$ cat src/rtl/pc_pkg.sv
// pc_pkg: shared encodings and default vectors for the fetch-stage PC sequencer
package pc_pkg;
    typedef enum logic [1:0] {S_START, S_RUN, S_PEND} pc_state_e;
    typedef enum logic [1:0] {NONE, BR, J, JR} redirect_kind_e;
    localparam logic [31:0] RESET_PC_DEFAULT = 32'h0000_0000;
    localparam logic [31:0] EXC_VECTOR_DEFAULT = 32'h0000_0180;
endpackage

$ cat src/rtl/pc_target_sel.sv
// pc_target_sel: picks the redirect target (jr > jump > branch) and flags misaligned targets
import pc_pkg::*;
module pc_target_sel (
    input  logic           br_taken,
    input  logic [31:0]    br_offset,
    input  logic [31:0]    br_base,
    input  logic           jump_en,
    input  logic [25:0]    jump_index,
    input  logic           jr_en,
    input  logic [31:0]    jr_addr,
    output redirect_kind_e kind,
    output logic [31:0]    target,
    output logic           target_valid,
    output logic           target_misalign
);
    always_comb begin
        kind = jr_en ? JR : jump_en ? J : br_taken ? BR : NONE;
        target = jr_en ? jr_addr : jump_en ? {br_base[31:28], jump_index, 2'b00} : br_base + br_offset;
        target_valid = (kind != NONE) && (target[1:0] == 2'b00);
        target_misalign = (kind != NONE) && (target[1:0] != 2'b00);
    end
endmodule

$ cat src/rtl/pc_next_unit.sv
// pc_next_unit: fetch PC register with delay-slot redirect sequencing and exception flush
import pc_pkg::*;
module pc_next_unit #(
    parameter logic [31:0] RESET_PC = RESET_PC_DEFAULT,
    parameter logic [31:0] EXC_VECTOR = EXC_VECTOR_DEFAULT
) (
    input  logic        clk,
    input  logic        rst,
    input  logic        stall,
    input  logic        imem_ready,
    input  logic        br_taken,
    input  logic [31:0] br_offset,
    input  logic [31:0] br_base,
    input  logic        jump_en,
    input  logic [25:0] jump_index,
    input  logic        jr_en,
    input  logic [31:0] jr_addr,
    input  logic        exc_en,
    output logic [31:0] pc,
    output logic [31:0] pc_plus4,
    output logic        fetch_valid,
    output logic        redirect_pending,
    output logic        misalign
);
    pc_state_e      state, state_d;
    redirect_kind_e kind;
    logic [31:0]    pend_target, pend_d, pc_d, target;
    logic           target_valid, target_misalign, mis_d, adv;

    pc_target_sel u_sel (
        .br_taken(br_taken),
        .br_offset(br_offset),
        .br_base(br_base),
        .jump_en(jump_en),
        .jump_index(jump_index),
        .jr_en(jr_en),
        .jr_addr(jr_addr),
        .kind(kind),
        .target(target),
        .target_valid(target_valid),
        .target_misalign(target_misalign)
    );

    assign pc_plus4 = pc + 32'd4;
    assign fetch_valid = state != S_START;
    assign redirect_pending = state == S_PEND;
    assign adv = fetch_valid & imem_ready & ~stall;

    always_comb begin
        state_d = state;
        pc_d = pc;
        pend_d = pend_target;
        mis_d = 1'b0;
        if (exc_en) begin
            state_d = S_RUN;
            pc_d = EXC_VECTOR;
            pend_d = '0;
        end else begin
            case (state)
                S_START: state_d = S_RUN;
                S_RUN: begin
                    // the delay slot finishing this cycle lets the redirect bypass the pending register
                    mis_d = target_misalign;
                    if (adv) pc_d = target_valid ? target : pc_plus4;
                    else if (target_valid) begin
                        pend_d = target;
                        state_d = S_PEND;
                    end
                end
                S_PEND: if (adv) begin
                    pc_d = pend_target;
                    state_d = S_RUN;
                end
                default: state_d = S_START;
            endcase
        end
    end

    always_ff @(posedge clk) begin
        if (rst) begin
            state <= S_START;
            pc <= RESET_PC;
            pend_target <= '0;
            misalign <= 1'b0;
        end else begin
            state <= state_d;
            pc <= pc_d;
            pend_target <= pend_d;
            misalign <= mis_d;
        end
    end
endmodule

$ cat config.mk
export PLATFORM = sky130hd
export DESIGN_NAME = pc_next_unit
export DESIGN_NICKNAME = d
export VERILOG_FILES = /design/src/rtl/pc_pkg.sv /design/src/rtl/pc_target_sel.sv /design/src/rtl/pc_next_unit.sv
export SDC_FILE = /design/constraint.sdc
export NUM_CORES = 1
export LEC_CHECK = 0
export ABC_AREA = 1
export ABC_CLOCK_PERIOD_IN_PS = 3190
export CAP_MARGIN = 20
export CORE_MARGIN = 1
export CORE_UTILIZATION = 28
export CTS_BUF_LIST = sky130_fd_sc_hd__clkbuf_4
export CTS_CLUSTER_SIZE = 40
export DETAILED_ROUTE_END_ITERATION = 7
export GPL_TIMING_DRIVEN = 0
export PLACE_DENSITY = 0.6
export SLEW_MARGIN = 20
export SYNTH_ARGS = -nofsm -noshare
export SYNTH_HDL_FRONTEND = slang
export SYNTH_SLANG_ARGS = --single-unit
$ cat constraint.sdc
create_clock -name clk -period 3.19 [get_ports clk]
set_input_delay 0.4785 -clock clk [delete_from_list [all_inputs] [get_ports clk]]
set_output_delay 0.4785 -clock clk [all_outputs]
set_load 0.005 [all_outputs]
==> reports/metrics.cfg, run 1 <==
[run_status]
outcome=complete, no violations

[routing]
vias=7887
ant_nets=0
wl_per_cell_um=15.5
drc_errors=0
dr.pass1.iters=6
wl_mm=25.8
drt_iter0_markers=607
via_per_inst=4.74

[clocking]
cts_tree=done
cts-root-buf=clkbuf_4
cts_sinks=67
clkSlewWorstSetupHoldPaths_ns=0.12
ctsHoldBuffers=0
htreeDepth=3
cts_buffer_depth=2
clkLatencyLatePin_ns=0.44
cts_inserted_buffers=9

[critical_path]
endpoint_kind=output pin
start_kind=flop
critPathMaxFanout=6
reg2reg_setup_slack_ns=0.86
required_ns=2.71
critPathKind=reg -> out
crit_arrival_ns=2.57

[layout]
n_antenna_cell=0
utilization_pct=40.4
final_nets=1513
areaGrowthSynthToFinish_pct=39.9
drive_gt1_share_pct=5.40

[placement]
portBuffers=195
gp_congestion=0.855
hpwlAfterDp_mm=21.7

[synth]
synth_top_area_share_pct=20.4
synth_most_common_cell=nand2_1
ys.warnings.count=0
synth.yosys.seq_area_share_pct=20.4
synth_top_area_cell=dfxtp_1
syn_avg_cell_area_sq_um=5.81
ys.flop_type=dfxtp_1
synthesis.area_sq_um=6590
synthArstFlopShare_pct=0
ys_top_cells_by_area=dfxtp_1 20%, nand2_1 18%, inv_1 9.3%, nor2_1 8.0%, ha_1 6.6%
ys_ff_latch=67
synth_cells=1134
yosysUniqueCellTypes=44
synth_nets=1300
synth_edf_count=0
synthTopCellsByCount=314 x nand2_1, 164 x inv_1, 140 x nor2_1

[sta]
clock.fmax_mhz=328
whs_ns=0.472
final-hold-violation-count=0
worst_pin_slew_ns=0.731
skew_ns=0.0115
setup_viol=0
slew_headroom_pct=51.3
rsz0062_at_grt=false
finalCritPeriodShare_pct=95.5
fin_crit_ns=3.05
slew_viol_final=0
fin_tns_setup_ns=0

[global_route]
use_met3_pct=4.15
grt_pass1_vias=7532
grt_max_degree=12
grt_usage_pct=21.3
use_met1_pct=28.5
antenna_found_initial=0
grt_pass1_wl_mm=39.9
grt-busiest-layer=met2
grt_overflow=0
met2_usage_pct=35.8

[power]
powerDensity_nw_per_um2=286
power.leakage_uw=0.00435
power.total_uw=2640
peakVddDrop_mv=0.148

[hold_path]
min-delay-path-class=reg -> reg

[die]
die_w_um=155
die_area_sq_um=24100
pin_count=197
initial_core_util_pct=28.8
core-area_sq_um=22800
rows=55
fp.dieH_um=155

[run]
cap_violations=0

-- state kept, by name, summed over array words and instances, names as in the netlist, named ones only --
register     count
pend_target     32
state            2
misalign         1
pc              30
-- repair_timing --
item / in CTS / in global routing
setup buffers: 0 / 7
gates resized for setup: 3 / 21
setup endpoints to repair: 3 / 12
pin swaps: 0 / 9
-- power breakdown --
part           switching, uW  internal, uW
combinational            625           467
clock                    329           309
sequential              39.3           870
-- worst max-delay path: stages, from the launching register on --
cell,delay [ns]
dfxtp_1,0.48
nand2_1,0.11
nor2_1,0.33
nand2_4,0.12
nor2_4,0.12
nand2_2,0.11
nor2_4,0.13
xor2_2,0.19
clkdlybuf4s50_1,0.54
-- per-stage QoR --
| step | worst slack (ns) | instances | instance area [sq um] |
|---|---|---|---|
| CTS | 0.00709 | 1658 | 9100 |
| global placement | -0.324 | 1642 | 8930 |
| finish | 0.145 | 1665 | 9220 |
| floorplan | 0.786 | 1134 | 6590 |
| global route | 0.00164 | 1665 | 9220 |
| detailed placement | -0.330 | 1642 | 8930 |
-- cell usage in the layout, fill, tap and decap left out, types with 9 or more instances in the layout --
master             n
a21oi_1           77
buf_4              9
clkbuf_1          28
clkbuf_4           9
clkdlybuf4s50_1  193
dfxtp_1           59
ha_1              34
inv_1            164
nand2_1          313
nand3_1           76
nand4_1            9
nor2_1           140
nor3_1            11
o211ai_1          18
o21ai_0           62
o21bai_1          18
xnor2_1           11
xor2_1            21
-- cell type report --
cell class	count	area (sq um)
fill	2536	13600
multi-input combinational	861	4520
timing repair buffer	202	2010
sequential	67	1360
inverter	166	623
tap	313	392
buffer	40	168
clock inverter	7	82.6
clock buffer	9	67.6
-- worst paths after layout --
kind	cells past startpoint	end	start
setup / recovery	8	pc_plus4[31]	pc[11]
hold reg to reg	2	pend_target[0]	pend_target[0]
setup reg to reg	12	pc[13]	state[0]
hold / removal	2	pend_target[0]	pend_target[0]
-- per-layer routing --
layer	share of wire, %	vias to the layer above	wire, um
li1	-	4058	-
met1	48	3587	12400
met2	45	222	11600
met3	6.2	20	1590
met4	0.90	0	233
met5	0	-	0
-- cell families after synthesis --
family	synth area share (%)
simple gates	37.6
buf+inv	12.0
compound gates	17.9
flops	20.4
xor+xnor	5.28
fa+ha+maj	6.95
(Power assumes the default switching activity.)
==> run 2, diff against run 1 <==
--- a/config.mk
+++ b/config.mk
@@ -14,7 +14,7 @@
 export CTS_CLUSTER_SIZE = 40
 export DETAILED_ROUTE_END_ITERATION = 7
 export GPL_TIMING_DRIVEN = 0
-export PLACE_DENSITY = 0.6
+export PLACE_DENSITY = 0.53
 export SLEW_MARGIN = 20
 export SYNTH_ARGS = -nofsm -noshare
 export SYNTH_HDL_FRONTEND = slang
==> run 2 against run 1 <==
Cell area fell by 0.22%. Sequential power barely moved. Utilization fell by 0.088 points. Critical path type unchanged.
==> reports/metrics.cfg, run 2 (synthesized netlist as in run 1, its figures left out) <==
[run_status]
outcome=complete, no violations

[power]
power.leakage_uw=0.00438
powerDensity_nw_per_um2=276
peakVddDrop_mv=0.179
power.total_uw=2540

[layout]
nFillCells=2549
most-common-layout-cells=313 x nand2_1, 192 x clkdlybuf4s50_1, 164 x inv_1
layout_commonest_cell=nand2_1
utilization_pct=40.3
final_nets=1517
largest_reg_flops=32
regMostFlops=pend_target
top_regs=pend_target x32, pc x30, state x2
n_antenna_cell=0
fin_cells=1669
finalInstanceArea_sq_um=9200
drive_gt1_share_pct=5.38
areaGrowthSynthToFinish_pct=39.6

[routing]
wl_mm=25.8
ant_nets=0
vias=7840
wl_per_cell_um=15.5
via_per_inst=4.70
drt_iter0_markers=485
dr.pass1.iters=5
drc_errors=0

[sta]
finalCritPeriodShare_pct=97.6
fin_crit_ns=3.11
rsz0062_at_grt=true
timing.final.ws_setup_ns=0.0751
skew_ns=0.0101
slew_viol_final=0
setup_viol=0
worst_pin_slew_ns=0.745
final-hold-violation-count=0
slew_headroom_pct=50.3
clock.fmax_mhz=321

[die]
core-area_sq_um=22800
initial_core_util_pct=28.8
fp.dieH_um=155
rows=55
pin_count=197
die_area_sq_um=24100
die_w_um=155

[clocking]
ctsHoldBuffers=0
cts_tree=done
cts_inserted_buffers=9
htreeDepth=3
cts_sinks=67
cts-root-buf=clkbuf_4
cts_buffer_depth=2
clkSlewWorstSetupHoldPaths_ns=0.12
clkLatencyLatePin_ns=0.42

[critical_path]
crit_start=pc[2]
r2r_cells=12
critPathMaxFanout=3
worst_r2r_endpoint=pc[13]
required_ns=2.71
crit_chain=ha_2 -> nand2_2 -> nor3_4 -> nand2_2 -> nor2_4 -> nand2_4 -> nor2_4 -> nand2_1 -> xor2_2 -> clkdlybuf4s50_1
crit_arrival_ns=2.64
start_kind=flop
crit_end=pc_plus4[30]
r2r-start=state[0]
reg2reg_setup_slack_ns=0.89
critPathKind=reg -> out
slowest_delay_ns=0.54
cp_slowest_cell=clkdlybuf4s50_1
endpoint_kind=output pin

[global_route]
grt_pass1_vias=7563
grt_usage_pct=21.6
grt_pass1_wl_mm=40.5
grt_overflow=0
grt_max_degree=12
antenna_found_initial=0

[placement]
preCtsSetupSlack_ns=-0.355
hpwlAfterDp_mm=21.9
portBuffers=195
placed_area_sq_um=8930
gp_congestion=0.851
dpl.cell_count=1642

[hold_path]
min-delay-path-class=reg -> reg

[run]
cap_violations=0

## run 2: cell types whose count changed in the layout (fill, tap and decap cells not counted)
cell and change:
buf_4 +4, bufinv_16 -1, clkdlybuf4s50_1 -1, clkinv_1 -1, clkinv_2 +2, dfxtp_1 +3
dfxtp_2 -3, dlymetal6s2s_1 +1, ha_2 +1, ha_4 -1, xnor2_1 +1, xnor2_2 -1
xor2_1 +1, xor2_2 -1
## run 2: cell type report
class | instances | area, sq um | area share [%]
Tap cell | 313 | 392 | 4.26
Inverter | 166 | 623 | 6.77
Multi-Input combinational cell | 861 | 4500 | 48.9
Timing Repair Buffer | 206 | 2040 | 22.2
Sequential cell | 67 | 1350 | 14.7
Clock buffer | 9 | 67.6 | 0.734
Buffer | 40 | 168 | 1.82
Clock inverter | 7 | 58.8 | 0.639
## run 2: timing repair
action | CTS | global route
setup endpoints to repair | 3 | 18
gates resized for setup | 3 | 16
pin swaps | 0 | 8
setup buffers | 0 | 11
## run 2: critical path, delay by kind of cell (launching register included)
family / cells / cell delay (ns)
and+or+nand+nor: 7 / 0.92
buffers and inverters: 1 / 0.54
DFF: 1 / 0.38
xor gates and xnor gates: 1 / 0.20
adders and majority gates: 1 / 0.19
## run 2: worst min-delay path by stage
stage                               from        endpoint  slack [ns]  cells past startpoint
after floorplan           pend_target[0]  pend_target[0]        0.43                      2
after detailed placement  pend_target[1]  pend_target[1]        0.45                      2
after CTS                 pend_target[1]  pend_target[1]        0.47                      2
after global routing      pend_target[1]  pend_target[1]        0.49                      2
after global placement    pend_target[0]  pend_target[0]        0.45                      2
final                     pend_target[1]  pend_target[1]        0.46                      2
## run 2: report_power, final
part / switching (uW) / internal (uW)
clock network: 316 / 230
registers: 37.5 / 870
logic: 621 / 467
total: 975 / 1570
## run 2: stage by stage
step / hold slack [ns] / TNS, ns
floorplan: 0.433 / 0
global placement: 0.447 / -7.89
detailed placement: 0.449 / -7.34
CTS: 0.466 / 0
global route: 0.491 / -0.0902
finish: 0.462 / 0
## run 2: layer usage
metal	global-route usage [%]	routed length (um)	part of all wire, %	vias up
met1	30.6	12500	48	3510
met3	3.51	1750	6.8	19
li1	-	-	-	4058
met2	34.8	11300	44	253
met5	0	0	0	-
met4	3.45	293	1.1	0
==> run 3, diff against run 2 <==
--- a/config.mk
+++ b/config.mk
@@ -18,4 +18,5 @@
 export SLEW_MARGIN = 20
 export SYNTH_ARGS = -nofsm -noshare
 export SYNTH_HDL_FRONTEND = slang
+export SYNTH_HIERARCHICAL = 1
 export SYNTH_SLANG_ARGS = --single-unit
==> run 3 against run 2 <==
Non-clock buffer count is 2 lower. Combinational power is 9% higher. Sequential power is 2% higher. Critical endpoint is now pc[27]. Clock power is 17% higher. Register-to-register slack better by 0.22 ns.
==> reports/metrics.cfg, run 3 <==
[synth]
yosys-mux-area-fraction_pct=0
yosysUniqueCellTypes=41
synth_edf_count=0
syn_avg_cell_area_sq_um=5.50
synth_top_area_cell=nand2_1
ys.flop_type=dfxtp_1
synth_top_area_share_pct=25.0
ys_top_cells_by_area=nand2_1 25%, dfxtp_1 19%, inv_1 9.0%, nor2_1 7.0%, ha_1 6.3%
yosys.area_share.simple_pct=42.8
synth_nets=1427
synth-adder-area-share_pct=6.60
synthArstFlopShare_pct=0
yosys.area_share.xor_xnor_pct=3.79
synth_cells=1261
synthTopCellsByCount=463 x nand2_1, 166 x inv_1, 130 x nor2_1
ys.warnings.count=6
synth_top_family_by_area=simple AND/OR/NAND/NOR gates
synth_most_common_cell=nand2_1
synth.yosys.seq_area_share_pct=19.3
synth_compound_area_share_pct=15.8
ys_ff_latch=67
synthesis.area_sq_um=6940

[critical_path]
critPathBufInv=6
crit_family=buffers and inverters
endpoint_kind=flop
crit_arrival_ns=3.39
critPathMaxFanout=10
critPathKind=in -> reg
start_kind=input pin
cp_common_cell=nand2_1
slowest_delay_ns=0.46
required_ns=3.56
cp_slowest_cell=clkdlybuf4s50_1
crit_chain=clkdlybuf4s50_1 -> ha_1 -> inv_1 -> fa_1 -> o21ai_1 -> nor2_1 -> o21a_1 -> clkbuf_4 -> clkinvlp_4 -> buf_4 -> clkbuf_1 -> nand2_1 -> nand2_1 -> nand2_1 -> a21oi_1

[routing]
vias=8239
dr.pass1.iters=4
routed-wl-met2_mm=12.1
routedLengthMet1_mm=11.9
topRoutingLayerUsed=met4
drc_errors=0
wl_mm=25.5
drt_iter0_markers=509
wl_per_cell_um=14.1
route.met3.wl_mm=1.00
via_per_inst=4.57
ant_nets=0

[layout]
drive_gt1_share_pct=5.48
regMostFlops=pend_target
final_nets=1638
areaGrowthSynthToFinish_pct=37.3
most-common-layout-cells=463 x nand2_1, 196 x clkdlybuf4s50_1, 165 x inv_1
finalInstanceArea_sq_um=9530
top_regs=pend_target x32, pc x30, state x2
layout_commonest_cell=nand2_1
largest_reg_flops=32
fin_cells=1803

[clocking]
cts_buffer_depth=2
htreeDepth=3
cts_sinks=67
cts_inserted_buffers=9
cts-root-buf=clkbuf_4
clkSlewWorstSetupHoldPaths_ns=0.11
cts_tree=done
ctsHoldBuffers=0
clkLatencyLatePin_ns=0.43

[die]
fp.dieH_um=159
pin_count=197
core-area_sq_um=24300
die_w_um=159
rows=57
initial_core_util_pct=28.5
die_area_sq_um=25400

[power]
power.leakage_uw=0.00448
peakVddDrop_mv=0.125
powerDensity_nw_per_um2=289

[hold_path]
min-delay-path-class=reg -> reg

[sta]
slew_headroom_pct=58.3
skew_ns=0.0123
whs_ns=0.463
slew_viol_final=0
setup_viol=0
rsz0062_at_grt=false
fin_crit_ns=3.02
finalCritPeriodShare_pct=94.7
clock.fmax_mhz=331
worst_pin_slew_ns=0.625
final-hold-violation-count=0

[global_route]
grt_usage_pct=20.2
grt_max_degree=13
grt_pass1_wl_mm=41.1
antenna_found_initial=2
grt_overflow=0
grt_pass1_vias=7868

[placement]
hpwlAfterDp_mm=21.9
dpl.cell_count=1781
gp_congestion=0.906
portBuffers=196
placed_area_sq_um=9310

[run_status]
outcome=complete, no violations

[run]
cap_violations=0

[run 3: tightest hold or removal path, cell delays in order, from the launching register on]
cell,delay [ns]
dfxtp_1,0.32
inv_1,0.06
a21oi_1,0.05
[run 3: area by class of cell]
class,count,area [sq um]
timing repair buffer,200,1990
tap,324,405
buffer,44,194
multi-input combinational,982,4790
inverter,168,634
sequential,67,1340
clock buffer,9,67.6
fill,2768,14800
clock inverter,7,92.6
antenna,2,5.00
[run 3: worst paths after layout]
check	start	end	slack, ns	depth (start not counted)
worst max-delay path	br_offset[0]	pc[27]	0.17	15
worst max register to register	state[0]	pc[17]	1.11	7
worst min-delay path	pend_target[26]	pend_target[26]	0.46	2
worst min register to register	pend_target[26]	pend_target[26]	0.46	2
[run 3: power breakdown]
group	internal (uW)	switching (uW)	leakage [uW]	total [uW]
combinational	517	676	0.00385	1190
sequential	879	45.7	0.000545	924
clock	315	326	0.0000796	640
total	1710	1050	0.00448	2760
[run 3: per-stage QoR]
step                TNS, ns  setup slack [ns]  util [%]  total power, uW
floorplan                 0             0.587         -             1610
global placement     -23.76            -0.522      38.3             2120
detailed placement   -22.67            -0.523      38.3             2120
CTS                       0            0.0143      39.0             2770
global route              0            0.0147      39.2             2970
finish                    0             0.168      39.2             2760
[run 3: what timing repair did]
action | CTS | global route
setup endpoints to repair | 16 | 51
hold endpoints to repair | 0 | 0
gates resized for setup | 0 | 14
pin swaps | 1 | 1
buffers inserted | 2 | 2
[run 3: kinds of logic (layout without fill, tap and decap cells)]
group	Yosys count	in the layout
and+or+nand+nor	712	712
buffers and inverters	212	428
adders and majority gates	36	36
other	0	2
xor gates and xnor gates	30	30
DFF	67	67
AOI/OAI and AO/OA	204	204
[run 3: layer usage]
metal	vias up	global-route usage, %
li1	4383	-
met1	3629	26.7
met2	202	35.1
met3	25	1.85
met4	0	4.94
met5	-	0
